## src/rtl/riscv_multicycle_ctrl.sv

```systemverilog
// riscv_multicycle_ctrl: multi-cycle RV32I control FSM (fetch/decode/execute/mem/wb).
// Define MCU_TRAP_EN to trap illegal opcodes; otherwise they retire as NOPs.
module riscv_multicycle_ctrl (
  input  logic        clk,
  input  logic        reset,
  output logic        imem_req,
  input  logic        imem_ready,
  input  logic [31:0] imem_rdata,
  output logic [31:0] machineCode,
  output logic        pcEn,
  output logic        regFile_wr_en,
  output logic [3:0]  ALUControl,
  output logic [2:0]  extType,
  output logic        AluSrcMuxSel,
  output logic [1:0]  RFWriteDataSrcMuxSel,
  output logic        Bbranch,
  output logic        Jbranch,
  output logic        JIbranch,
  output logic        dmem_req,
  output logic        dmem_we,
  input  logic        dmem_ready,
  output logic        illegal
);
`ifdef MCU_TRAP_EN
  typedef enum logic [2:0] {IDLE, FETCH, DECODE, EXECUTE, MEM, WB, TRAP} state_t;
`else
  typedef enum logic [2:0] {IDLE, FETCH, DECODE, EXECUTE, MEM, WB} state_t;
`endif
  state_t state, next;
  logic [6:0] op;
  logic [2:0] f3;
  logic is_r, is_i, is_l, is_s, is_b, is_lui, is_auipc, is_jal, is_jalr, is_ill;
  logic [3:0] alu_d;
  logic [2:0] ext_d;
  logic [1:0] wd_d;
  assign op       = machineCode[6:0];
  assign f3       = machineCode[14:12];
  assign is_r     = op == 7'b0110011;
  assign is_i     = op == 7'b0010011;
  assign is_l     = op == 7'b0000011;
  assign is_s     = op == 7'b0100011;
  assign is_b     = op == 7'b1100011;
  assign is_lui   = op == 7'b0110111;
  assign is_auipc = op == 7'b0010111;
  assign is_jal   = op == 7'b1101111;
  assign is_jalr  = op == 7'b1100111;
  assign is_ill   = !(is_r || is_i || is_l || is_s || is_b || is_lui || is_auipc || is_jal || is_jalr);
  // f7b only distinguishes SUB/SRA (R) and SRAI (I, funct3=101)
  assign alu_d = is_r ? {machineCode[30], f3} :
                 is_i ? {f3 == 3'b101 && machineCode[30], f3} :
                 is_b ? {1'b0, f3} : 4'b0000;
  assign ext_d = is_s ? 3'b001 : is_b ? 3'b010 : (is_lui || is_auipc) ? 3'b011 : is_jal ? 3'b100 : 3'b000;
  assign wd_d  = is_l ? 2'b01 : is_lui ? 2'b10 : (is_auipc || is_jal || is_jalr) ? 2'b11 : 2'b00;
  always_ff @(posedge clk or negedge reset)
    if (!reset) state <= IDLE;
    else state <= next;
  always_comb begin
    next = state;
    case (state)
      IDLE:    next = FETCH;
      FETCH:   next = imem_ready ? DECODE : FETCH;
`ifdef MCU_TRAP_EN
      DECODE:  next = is_ill ? TRAP : EXECUTE;
      TRAP:    next = TRAP;
`else
      DECODE:  next = EXECUTE;
`endif
      EXECUTE: next = (is_b || is_ill) ? FETCH : (is_l || is_s) ? MEM : WB;
      MEM:     next = !dmem_ready ? MEM : is_l ? WB : FETCH;
      WB:      next = FETCH;
      default: next = IDLE;
    endcase
  end
  always_comb begin
    imem_req      = state == FETCH;
    dmem_req      = state == MEM;
    dmem_we       = state == MEM && is_s;
    regFile_wr_en = state == WB;
    pcEn          = state == WB || (state == EXECUTE && (is_b || is_ill)) ||
                    (state == MEM && is_s && dmem_ready);
  end
`ifdef MCU_TRAP_EN
  assign illegal = state == TRAP;
`else
  assign illegal = 1'b0;
`endif
  always_ff @(posedge clk or negedge reset)
    if (!reset) begin
      machineCode          <= '0;
      ALUControl           <= '0;
      extType              <= '0;
      AluSrcMuxSel         <= 1'b0;
      RFWriteDataSrcMuxSel <= '0;
      Bbranch              <= 1'b0;
      Jbranch              <= 1'b0;
      JIbranch             <= 1'b0;
    end else begin
      if (state == FETCH && imem_ready) machineCode <= imem_rdata;
      if (state == DECODE) begin
        ALUControl           <= alu_d;
        extType              <= ext_d;
        AluSrcMuxSel         <= is_i || is_l || is_s || is_jalr;
        RFWriteDataSrcMuxSel <= wd_d;
        Bbranch              <= is_b;
        Jbranch              <= is_jal || is_jalr;
        JIbranch             <= is_jalr;
      end
    end
endmodule

```

## config.mk

```make
export PLATFORM = sky130hd
export DESIGN_NAME = riscv_multicycle_ctrl
export DESIGN_NICKNAME = d
export VERILOG_FILES = /design/src/rtl/riscv_multicycle_ctrl.sv
export SDC_FILE = /design/constraint.sdc
export NUM_CORES = 1
export LEC_CHECK = 0
export CORE_MARGIN = 2
export CORE_UTILIZATION = 40
export CTS_BUF_LIST = sky130_fd_sc_hd__clkbuf_4
export DETAILED_ROUTE_END_ITERATION = 8
export HOLD_SLACK_MARGIN = 0.12
export PLACE_DENSITY = 0.9
export REMOVE_ABC_BUFFERS = 1
export SLEW_MARGIN = 10
export SYNTH_ARGS = -nofsm -noshare
export SYNTH_HDL_FRONTEND = slang
export SYNTH_SLANG_ARGS = --single-unit
```

## constraint.sdc

```tcl
create_clock -name clk -period 1.5 [get_ports clk]
set_input_delay 0.3 -clock clk [delete_from_list [all_inputs] [get_ports clk]]
set_output_delay 0.3 -clock clk [all_outputs]
set_load 0.05 [all_outputs]
```

==> Yosys cells after proc, flatten, opt, wreduce, memory -nomap -nowiden <==
Cells that the tools add are included.
{ "word_totals": {"wordCells": 67, "out_inout_bits": 51, "input_bits": 36, "reg_bits": 48} }
{ "classes": {"n_eq_ne": 15, "n_reduce_logical": 27, "mux": 16} }
{ "ops": {"columns": ["cell", "count"], "rows": [
  ["$mux 3", 8],
  ["$eq 7x6->1 const B", 3],
  ["$eq 7x7->1 const B", 3],
  ["$logic_or 1x1->1", 19],
  ["$pmux 3 s5", 1],
  ["$eq 7x5->1 const B", 2],
  ["$eq 3x3->1 const B", 3],
  ["$mux 2", 4],
  ["$mux 4", 2],
  ["$eq 7x2->1 const B", 1],
  ["$eq 3x2->1 const B", 2],
  ["$logic_and 1x1->1", 5],
  ["$eq 3x1->1 const B", 1],
  ["$logic_not 3->1", 1],
  ["$reduce_or 2->1", 1],
  ["$logic_not 1->1", 1],
  ["$mux 1", 1]
]} }

==> Logic depth before layout (Yosys ltp) <==
Gate-level depths: netlist of run 1.
{ "logic_depth": {"word_depth": 14, "depth_mapped": 6, "mapped_depth_nobuf": 3} }

==> Worst setup path before layout of run 1 <==
No wires, ideal clock.
{ "synth_timing": {"path_kind": "register to output", "startpoint": "reg machineCode[2]", "endpoint": "out pcEn", "arrival_ns": 2.075, "slack_ns": -0.875, "stages_incl_launch_ff": 5, "t_required_ns": 1.200, "n_path_buf": 1, "path_cell_list": "dfrtp_1 -> clkbuf_1 -> nor3b_1 -> a31oi_1 -> o22ai_1"} }
{ "synth_between": {"elab_chain_len": 14, "word_cells_on_any_way": 24, "classes_between": "eq/ne: 9; reduce/logical: 15"} }
{ "synth_rtl": {"columns": ["element", "line", "source"], "rows": [
  ["start: declaration", "9", "output logic [31:0] machineCode,"],
  ["start signal: assignment", "98", "if (state == FETCH && imem_ready) machineCode <= imem_rdata;"],
  ["$eq 7x6->1 / $eq 7x5->1 (equally long branches)", "38, 39", null],
  ["$logic_or 1x1->1 (8 in series)", "47", "assign is_ill = !(is_r || is_i || is_l || is_s || is_b || is_lui || is_auipc || is_jal || is_jalr);"],
  ["$logic_not 1->1", "47", null],
  ["$logic_or 1x1->1", "79", "pcEn = state == WB || (state == EXECUTE && (is_b || is_ill)) ||"],
  ["$logic_and 1x1->1", "79", null],
  ["$logic_or 1x1->1", "79", null],
  ["$logic_or 1x1->1 *", "79", null],
  ["end: declaration", "10", "output logic pcEn,"]
]} }
Every way passes the cells marked *; elsewhere a longest branch is shown, timed or not.

==> Worst setup path in the final report of run 1 <==
{ "layout_timing": {"startpoint": "reg machineCode[4]", "endpoint": "out pcEn"} }
Same word-level chain as after synthesis.

==> results.yml, run 1 <==
outcome:
  status: "finished, violations left"
  violations: "negative setup slack"
yosys:
  synthArstFlopShare: 1.00
  synth.avg_cell_area_um2: 12.5
  synth_area_leaders: "dfrtp_1 (58%), mux2_1 (16%), nand2_1 (2.7%)"
  syn_inst: 166
  synth_xor_area_frac: 0
  synth_compound_area_frac: 0.0877
  synth_top_area_cell: "dfrtp_1"
  ys_warn_count: 0
  synth_top_family_by_area: "multiplexers"
  yosys.area_share.simple: 0.128
  synthDistinctLibCells: 39
  ys.flop_type: "dfrtp_1"
  synth_fa_ha_area_frac: 0
  synth_common_cells: "dfrtp_1 (48), mux2_1 (30), nand2_1 (15)"
  synth_top_area_share: 0.581
  ys_seq_area_frac: 0.581
  synth-edff-count: 0
  synth.area.mux_share: 0.168
  netlist_area_um2: 2070
  yosys_register_bits: 48
  synthMostInstantiatedCell: "dfrtp_1"
sta:
  period_minus_slack_ps: 2080
  setup-violations-final: 53
  maxSlewViolCount: 0
  fmax_ghz: 0.480
  tns_ps: -12230
  rsz0062_at_grt: "yes"
  fin_ws_ps: -583
  min_period_over_period: 1.39
  finalClockSkew_ps: 18.1
  hold_viol_final: 0
critical_path:
  slowest_delay_ps: 460
  crit_path_cell_trace: "nand4b_1, o22ai_4, o22ai_2, buf_12"
  crit_path_start_kind: "flop"
  critPathRequiredTime_ps: 1200
  path_class: "reg -> out"
  setup.worst_path.end_class: "output port"
  slowest_stage: "dfrtp_1"
  crit_arrival_ps: 1780
  crit_path_max_fanout: 5
job:
  cap_violations: 0
die:
  fp.dieArea_um2: 5760
  core_area_um2: 5040
  io_pins: 87
  die_x_um: 75.9
  start_util: 0.410
  num_rows: 26
  die_h_um: 75.9
drt:
  vias_per_cell: 5.50
  drt_wl_total_mm: 8.51
  num_vias: 2019
  ant_nets: 0
  drcViolationCount: 0
  wl_per_cell_um: 23.2
  first_pass_iters: 4
  drt-initial-drc-count: 147
power:
  p_total_w: 0.0113
  power_leakage_nw: 1.97
  max-vdd-ir-drop_mv: 2.00
  powerDensity_nw_per_um2: 2560
grt:
  gr-total-overflow: 0
  met2_usage: 0.446
  use_met3: 0.0762
  grt_start_max_net_pins: 49
  grt_busiest_layer: "met2"
  grt_use_total: 0.245
  met1_usage: 0.273
  grt_pass1_vias: 2036
  antenna_found_initial: 0
  grt_pass1_wl_mm: 11.1
layout:
  drive_above_1_share: 0.559
  finalCoreUtilization: 0.874
  num_antenna_cells: 0
  syn_to_final_growth_pct: 113
  nets: 332
clocking:
  worstSkewPairLatency_ps: 370
  clk_pin_slew_ps: 160
  tritoncts: "built"
  clockRootBuffer: "clkbuf_4"
  cts_buffers: 5
  clockBufferDepth: 2
  htreeDepth: 2
  cts_sinks: 48
placed_design:
  gp_congestion: 0.855
  port_buffers: 85
  place_hpwl_mm: 3.99
worst_hold_path:
  hold_path.class: "in -> async"
[final timing paths]
path                                     start               to  slack, ps  depth (start not counted)
worst min register to register         Jbranch          Jbranch        570                          2
min in group clk                imem_rdata[13]  machineCode[13]        470                          3
worst max-delay path            machineCode[4]             pcEn       -580                          4
worst max register to register  machineCode[3]    ALUControl[0]       -330                          7
worst min-delay path                     reset   machineCode[5]        440                          3
max in group asynchronous                reset   machineCode[3]        800                          3
[cell type report]
type	count	area [um^2]
clock buffers	6	45.0
clock inverters	2	35.0
fillers	188	636
inverters	3	13.8
multi-input cells	104	1090
flip-flops and latches	48	1210
well taps	70	87.6
repair buffers	134	1930
[cells in the final DEF, fill, tap and decap left out, types with 3 or more instances in the layout]
master,count
buf_12,54
buf_6,16
clkbuf_4,6
dfrtp_1,43
nor2b_1,4
a22o_1,3
o21ai_1,7
buf_4,22
nand2_2,4
nand2_1,11
dfrtp_2,5
buf_16,3
a31oi_1,4
mux2_4,30
nor2_1,3
clkdlybuf4s50_1,34
[through the flow]
step / instance area (um^2) / hold slack (ps) / cells / worst slack, ps
after floorplan: 2010 / 4.41 / 155 / -759
after global placement: 3650 / 300 / 334 / -183
after detailed placement: 3650 / 304 / 334 / -228
after CTS: 4120 / 440 / 354 / -419
after global routing: 4410 / 461 / 367 / -639
final: 4410 / 445 / 367 / -583
[worst max-delay path: cells and delay by family, from the launching register on]
kind            cells  cell delay [ps]
compound gates      2              440
buf+inv             1              170
flops               1              460
simple gates        1              340
[report_power, final]
| part | total, W | leakage [nW] | switching [W] | internal (W) |
|---|---|---|---|---|
| Combinational | 0.00793 | 1.34 | 0.00380 | 0.00412 |
| Clock | 0.000799 | 0.0456 | 0.000431 | 0.000368 |
| Sequential | 0.00257 | 0.583 | 0.000721 | 0.00185 |
| Total | 0.0113 | 1.97 | 0.00496 | 0.00634 |
[per-layer routing]
| layer | vias to the layer above | routed length (um) |
|---|---|---|
| met5 | - | 0 |
| met4 | 0 | 337 |
| met3 | 26 | 511 |
| met2 | 116 | 4640 |
| met1 | 1015 | 3020 |
| li1 | 862 | - |
[cells by family (layout without fill, tap and decap cells)]
| logic type | after synthesis | count (layout) |
|---|---|---|
| flip-flops | 48 | 48 |
| AND/OR/NAND/NOR | 46 | 46 |
| multiplexers | 31 | 31 |
| AO/OA/AOI/OAI | 26 | 26 |
| buffers and inverters | 14 | 145 |
| other | 1 | 1 |
[timing repair]
action	CTS	global route
buffers inserted	8	11
hold buffers	1	0
endpoints found under the hold margin	48	0
gates resized for setup	54	34
cloned	3	2
pin swaps	13	8
setup endpoints to repair	14	53
[state kept, by name, summed over array words and instances, names as in the netlist]
register              cells
Bbranch                   1
JIbranch                  1
AluSrcMuxSel              1
extType                   3
Jbranch                   1
machineCode              32
state                     3
ALUControl                4
RFWriteDataSrcMuxSel      2
Note: power is estimated with default switching activity, not from simulation.
==> run 2, diff against run 1 <==
--- a/config.mk
+++ b/config.mk
@@ -9,6 +9,7 @@
 export CORE_UTILIZATION = 40
 export CTS_BUF_LIST = sky130_fd_sc_hd__clkbuf_4
 export DETAILED_ROUTE_END_ITERATION = 8
+export GPL_TIMING_DRIVEN = 0
 export HOLD_SLACK_MARGIN = 0.12
 export PLACE_DENSITY = 0.9
 export REMOVE_ABC_BUFFERS = 1
==> results.yml, run 2 (synthesis results as in run 1) <==
outcome:
  status: "finished, violations left"
  violations: "negative setup slack"
clocking:
  clockBufferDepth: 2
  cts_sinks: 48
  clk_pin_slew_ps: 140
  worstSkewPairLatency_ps: 360
  htreeDepth: 2
  clockRootBuffer: "clkbuf_4"
  tritoncts: "built"
  cts_buffers: 5
power:
  power.internal_w: 0.00502
  seqPwrFrac: 0.252
  p_sw_frac: 0.465
  max-vdd-ir-drop_mv: 1.40
  p_total_w: 0.00939
  switchingPower_w: 0.00437
  clkPwrFrac: 0.098
  power_leakage_nw: 1.69
  powerDensity_nw_per_um2: 2450
  p_comb_frac: 0.650
grt:
  gr-total-overflow: 0
  grt_start_max_net_pins: 34
  grt_use_total: 0.215
  antenna_found_initial: 0
  grt_pass1_wl_mm: 9.67
  grt_pass1_vias: 1886
sta:
  setup-violations-final: 42
  min_period_over_period: 1.38
  maxSlewViolCount: 0
  tns_ps: -5330
  period_minus_slack_ps: 2070
  rsz0062_at_grt: "yes"
  hold_slack_ps: 359
  finalClockSkew_ps: 12.7
  fmax_ghz: 0.484
  fin_ws_ps: -566
  hold_viol_final: 0
critical_path:
  critPathRequiredTime_ps: 1200
  path_class: "reg -> out"
  setup.worst_path.end_class: "output port"
  crit_path_max_fanout: 6
  crit_arrival_ps: 1770
  crit_path_start_kind: "flop"
die:
  fp.dieArea_um2: 5760
  core_area_um2: 5040
  num_rows: 26
  die_h_um: 75.9
  die_x_um: 75.9
  start_util: 0.410
  io_pins: 87
drt:
  wl_per_cell_um: 19.1
  first_pass_iters: 4
  ant_nets: 0
  drcViolationCount: 0
  num_vias: 1911
  drt_wl_total_mm: 6.90
  vias_per_cell: 5.28
  drt-initial-drc-count: 125
layout:
  final_cell_mix: "dfrtp_1 (38), clkdlybuf4s50_1 (34), clkdlybuf4s15_2 (32)"
  largest_reg_flops: 32
  finalNonFillerCells: 362
  syn_to_final_growth_pct: 85.3
  top_regs: "machineCode: 32 flops, ALUControl: 4 flops"
  drive_above_1_share: 0.555
  final_common_cell: "dfrtp_1"
  nets: 328
  regMostFlops: "machineCode"
  num_antenna_cells: 0
  finalCoreUtilization: 0.760
job:
  cap_violations: 0
worst_hold_path:
  hold_path.class: "in -> async"
placed_design:
  gp_congestion: 0.812
  place_hpwl_mm: 3.43
  port_buffers: 85
  dp.cells: 312
## run 2: worst max-delay path, cell delays in order, from the launching register on
cell and delay (ps):
dfrtp_2 480, nand4b_1 300, o22ai_2 330, o22ai_2 130, buf_6 170
## run 2: final timing paths
path                                startpoint              end  slack (ps)  depth (start not counted)
worst max-delay path            machineCode[4]             pcEn        -570                          4
worst min-delay path                     reset  machineCode[24]         360                          2
worst max register to register        state[0]  machineCode[10]        -180                          5
worst min register to register      extType[2]       extType[2]         510                          2
max in group asynchronous                reset   machineCode[5]         610                          3
min in group clk                imem_rdata[13]  machineCode[13]         490                          3
## run 2: stage by stage
step | worst slack [ps] | area [um^2]
6_report | -566 | 3830
5_1_grt | -655 | 3830
4_1_cts | -424 | 3590
3_5_place_dp | -834 | 2990
3_3_place_gp | -1210 | 2950
2_1_floorplan | -759 | 2010
## run 2: layout make-up
cell class	instances	area, um^2
repair buffers	130	1380
flip-flops and latches	48	1210
fillers	301	1210
multi-input cells	104	1040
well taps	70	87.6
clock inverters	2	60.1
clock buffers	5	37.5
inverters	3	11.3
## run 2: what timing repair did
item | 4_1_cts | 5_1_grt
hold buffers | 1 | 0
resized for setup | 240 | 53
gates cloned | 2 | 3
setup endpoints to repair | 87 | 58
endpoints found under the hold margin | 15 | 0
setup buffers | 23 | 17
pin swaps | 8 | 15
## run 2: power by group through the flow
| stage | combinational [W] | clock (W) | sequential [W] |
|---|---|---|---|
| after detailed placement | 0.00435 | 0 | 0.00237 |
| after floorplan | 0.00104 | 0 | 0.00409 |
| after global placement | 0.00424 | 0 | 0.00233 |
| after CTS | 0.00540 | 0.000929 | 0.00232 |
| after global routing | 0.00632 | 0.00100 | 0.00243 |
| final | 0.00611 | 0.000921 | 0.00236 |
## run 2: metal layers
metal / GRT usage / wire length (um) / vias up
li1: - / - / 840
met1: 0.233 / 2460 / 959
met2: 0.388 / 3720 / 88
met3: 0.0571 / 478 / 24
met4: 0.102 / 239 / 0
met5: 0 / 0 / -
==> run 3, diff against run 2 <==
--- a/config.mk
+++ b/config.mk
@@ -7,7 +7,7 @@
 export LEC_CHECK = 0
 export CORE_MARGIN = 2
 export CORE_UTILIZATION = 40
-export CTS_BUF_LIST = sky130_fd_sc_hd__clkbuf_4
+export CTS_BUF_LIST = sky130_fd_sc_hd__clkbuf_8
 export DETAILED_ROUTE_END_ITERATION = 8
 export GPL_TIMING_DRIVEN = 0
 export HOLD_SLACK_MARGIN = 0.12
==> results.yml, run 3 (synthesis results as in run 1) <==
outcome:
  status: "finished, violations left"
  violations: "negative setup slack"
grt:
  gr-total-overflow: 0
  grt_start_max_net_pins: 34
  grt_pass1_wl_mm: 8.63
  grt_busiest_layer: "met2"
  met1_usage: 0.218
  grt_use_total: 0.188
  met2_usage: 0.339
  grt_pass1_vias: 1727
  antenna_found_initial: 0
  use_met3: 0.0536
layout:
  regMostFlops: "machineCode"
  finalInstanceArea_um2: 3770
  drive_above_1_share: 0.512
  num_antenna_cells: 0
  largest_reg_flops: 32
  nets: 323
  syn_to_final_growth_pct: 82.3
  final_common_cell: "dfrtp_1"
  finalCoreUtilization: 0.748
  final_cell_mix: "dfrtp_1 (38), clkdlybuf4s50_1 (34), mux2_4 (30)"
  fillerInstances: 319
  top_regs: "machineCode: 32 flops, ALUControl: 4 flops"
drt:
  first_pass_iters: 4
  vias_per_cell: 5.24
  num_vias: 1872
  wl_per_cell_um: 18.9
  drt_wl_total_mm: 6.73
  ant_nets: 0
  drcViolationCount: 0
  drt-initial-drc-count: 138
sta:
  setup-violations-final: 51
  tns_ps: -7840
  fin_ws_ps: -476
  min_period_over_period: 1.32
  maxSlewViolCount: 0
  period_minus_slack_ps: 1980
  hold_slack_ps: 450
  hold_viol_final: 0
  fmax_ghz: 0.506
  rsz0062_at_grt: "yes"
  finalClockSkew_ps: 6.16
critical_path:
  r2r_cells: 4
  r2r-start: "state[2]"
  crit_start: "machineCode[4]"
  setup.worst_path.end_class: "output port"
  crit_path_start_kind: "flop"
  r2r_setup_slack_ps: -210
  r2r_end: "machineCode[8]"
  path_class: "reg -> out"
  crit_path_max_fanout: 6
  critPathRequiredTime_ps: 1200
  endpoint: "pcEn"
  crit_arrival_ps: 1680
placed_design:
  gp_congestion: 0.812
  place_hpwl_mm: 3.43
  dpl_cell_area_um2: 2990
  dpl_worst_slack_ps: -834
  port_buffers: 85
die:
  io_pins: 87
  start_util: 0.410
  die_x_um: 75.9
  num_rows: 26
  core_area_um2: 5040
  die_h_um: 75.9
  fp.dieArea_um2: 5760
job:
  cap_violations: 0
power:
  max-vdd-ir-drop_mv: 1.27
  powerDensity_nw_per_um2: 2470
  power_leakage_nw: 1.73
clocking:
  worstSkewPairLatency_ps: 290
  clockRootBuffer: "clkbuf_8"
  clk_pin_slew_ps: 90
  cts_sinks: 48
  clockBufferDepth: 2
  htreeDepth: 2
  tritoncts: "built"
  cts_buffers: 5
worst_hold_path:
  hold_path.class: "in -> async"
[run 3: cell count changes in the layout (fill, tap and decap cells not counted), moves of 3 or more]
cell and delta:
buf_4 -5, buf_6 -5, clkbuf_2 +18, clkbuf_4 -5, clkbuf_8 +5, clkdlybuf4s15_1 +15, clkdlybuf4s15_2 -29, mux2_1 -3
mux2_4 +3
[run 3: critical path, cell delays in order, from the launching register on]
cell	delay, ps
dfrtp_2	460
nand4b_1	300
o22ai_2	260
o22ai_1	150
buf_4	210
[run 3: worst min-delay path by stage]
| stage | end | from | slack [ps] |
|---|---|---|---|
| floorplan | ALUControl[0] | reset | 4 |
| global placement | machineCode[29] | machineCode[29] | 470 |
| detailed placement | machineCode[24] | reset | 240 |
| CTS | machineCode[24] | reset | 460 |
| global route | machineCode[24] | reset | 490 |
| finish | machineCode[24] | reset | 450 |
[run 3: layout make-up]
class	count	area, um^2	share of cell area
Clock buffer	5	68.8	0.0182
Clock inverter	2	60.1	0.0159
Inverter	3	11.3	0.00299
Multi-Input combinational cell	104	1090	0.289
Sequential cell	48	1210	0.322
Tap cell	70	87.6	0.0232
Timing Repair Buffer	125	1240	0.328
[run 3: where the power goes]
group	switching [W]	leakage [nW]	internal (W)
Clock	0.000412	0.0642	0.000656
Combinational	0.00343	1.08	0.00246
Sequential	0.000499	0.578	0.00186
[run 3: metal layers]
| metal | up-vias | share of wire |
|---|---|---|
| li1 | 830 | - |
| met1 | 948 | 0.39 |
| met2 | 78 | 0.53 |
| met3 | 16 | 0.054 |
| met4 | 0 | 0.023 |
| met5 | - | 0 |
[run 3: what timing repair did]
action / 4_1_cts / 5_1_grt
hold buffers: 1 / 0
gates cloned: 0 / 5
setup buffers: 19 / 15
endpoints found under the setup margin: 86 / 82
pin swaps: 4 / 15
gates resized for setup: 121 / 140
endpoints found under the hold margin: 15 / 0
[run 3: metrics by stage]
step,power [W],cells
floorplan,0.00513,155
global placement,0.00657,310
detailed placement,0.00672,312
CTS,0.00797,339
global route,0.00967,357
finish,0.00932,357
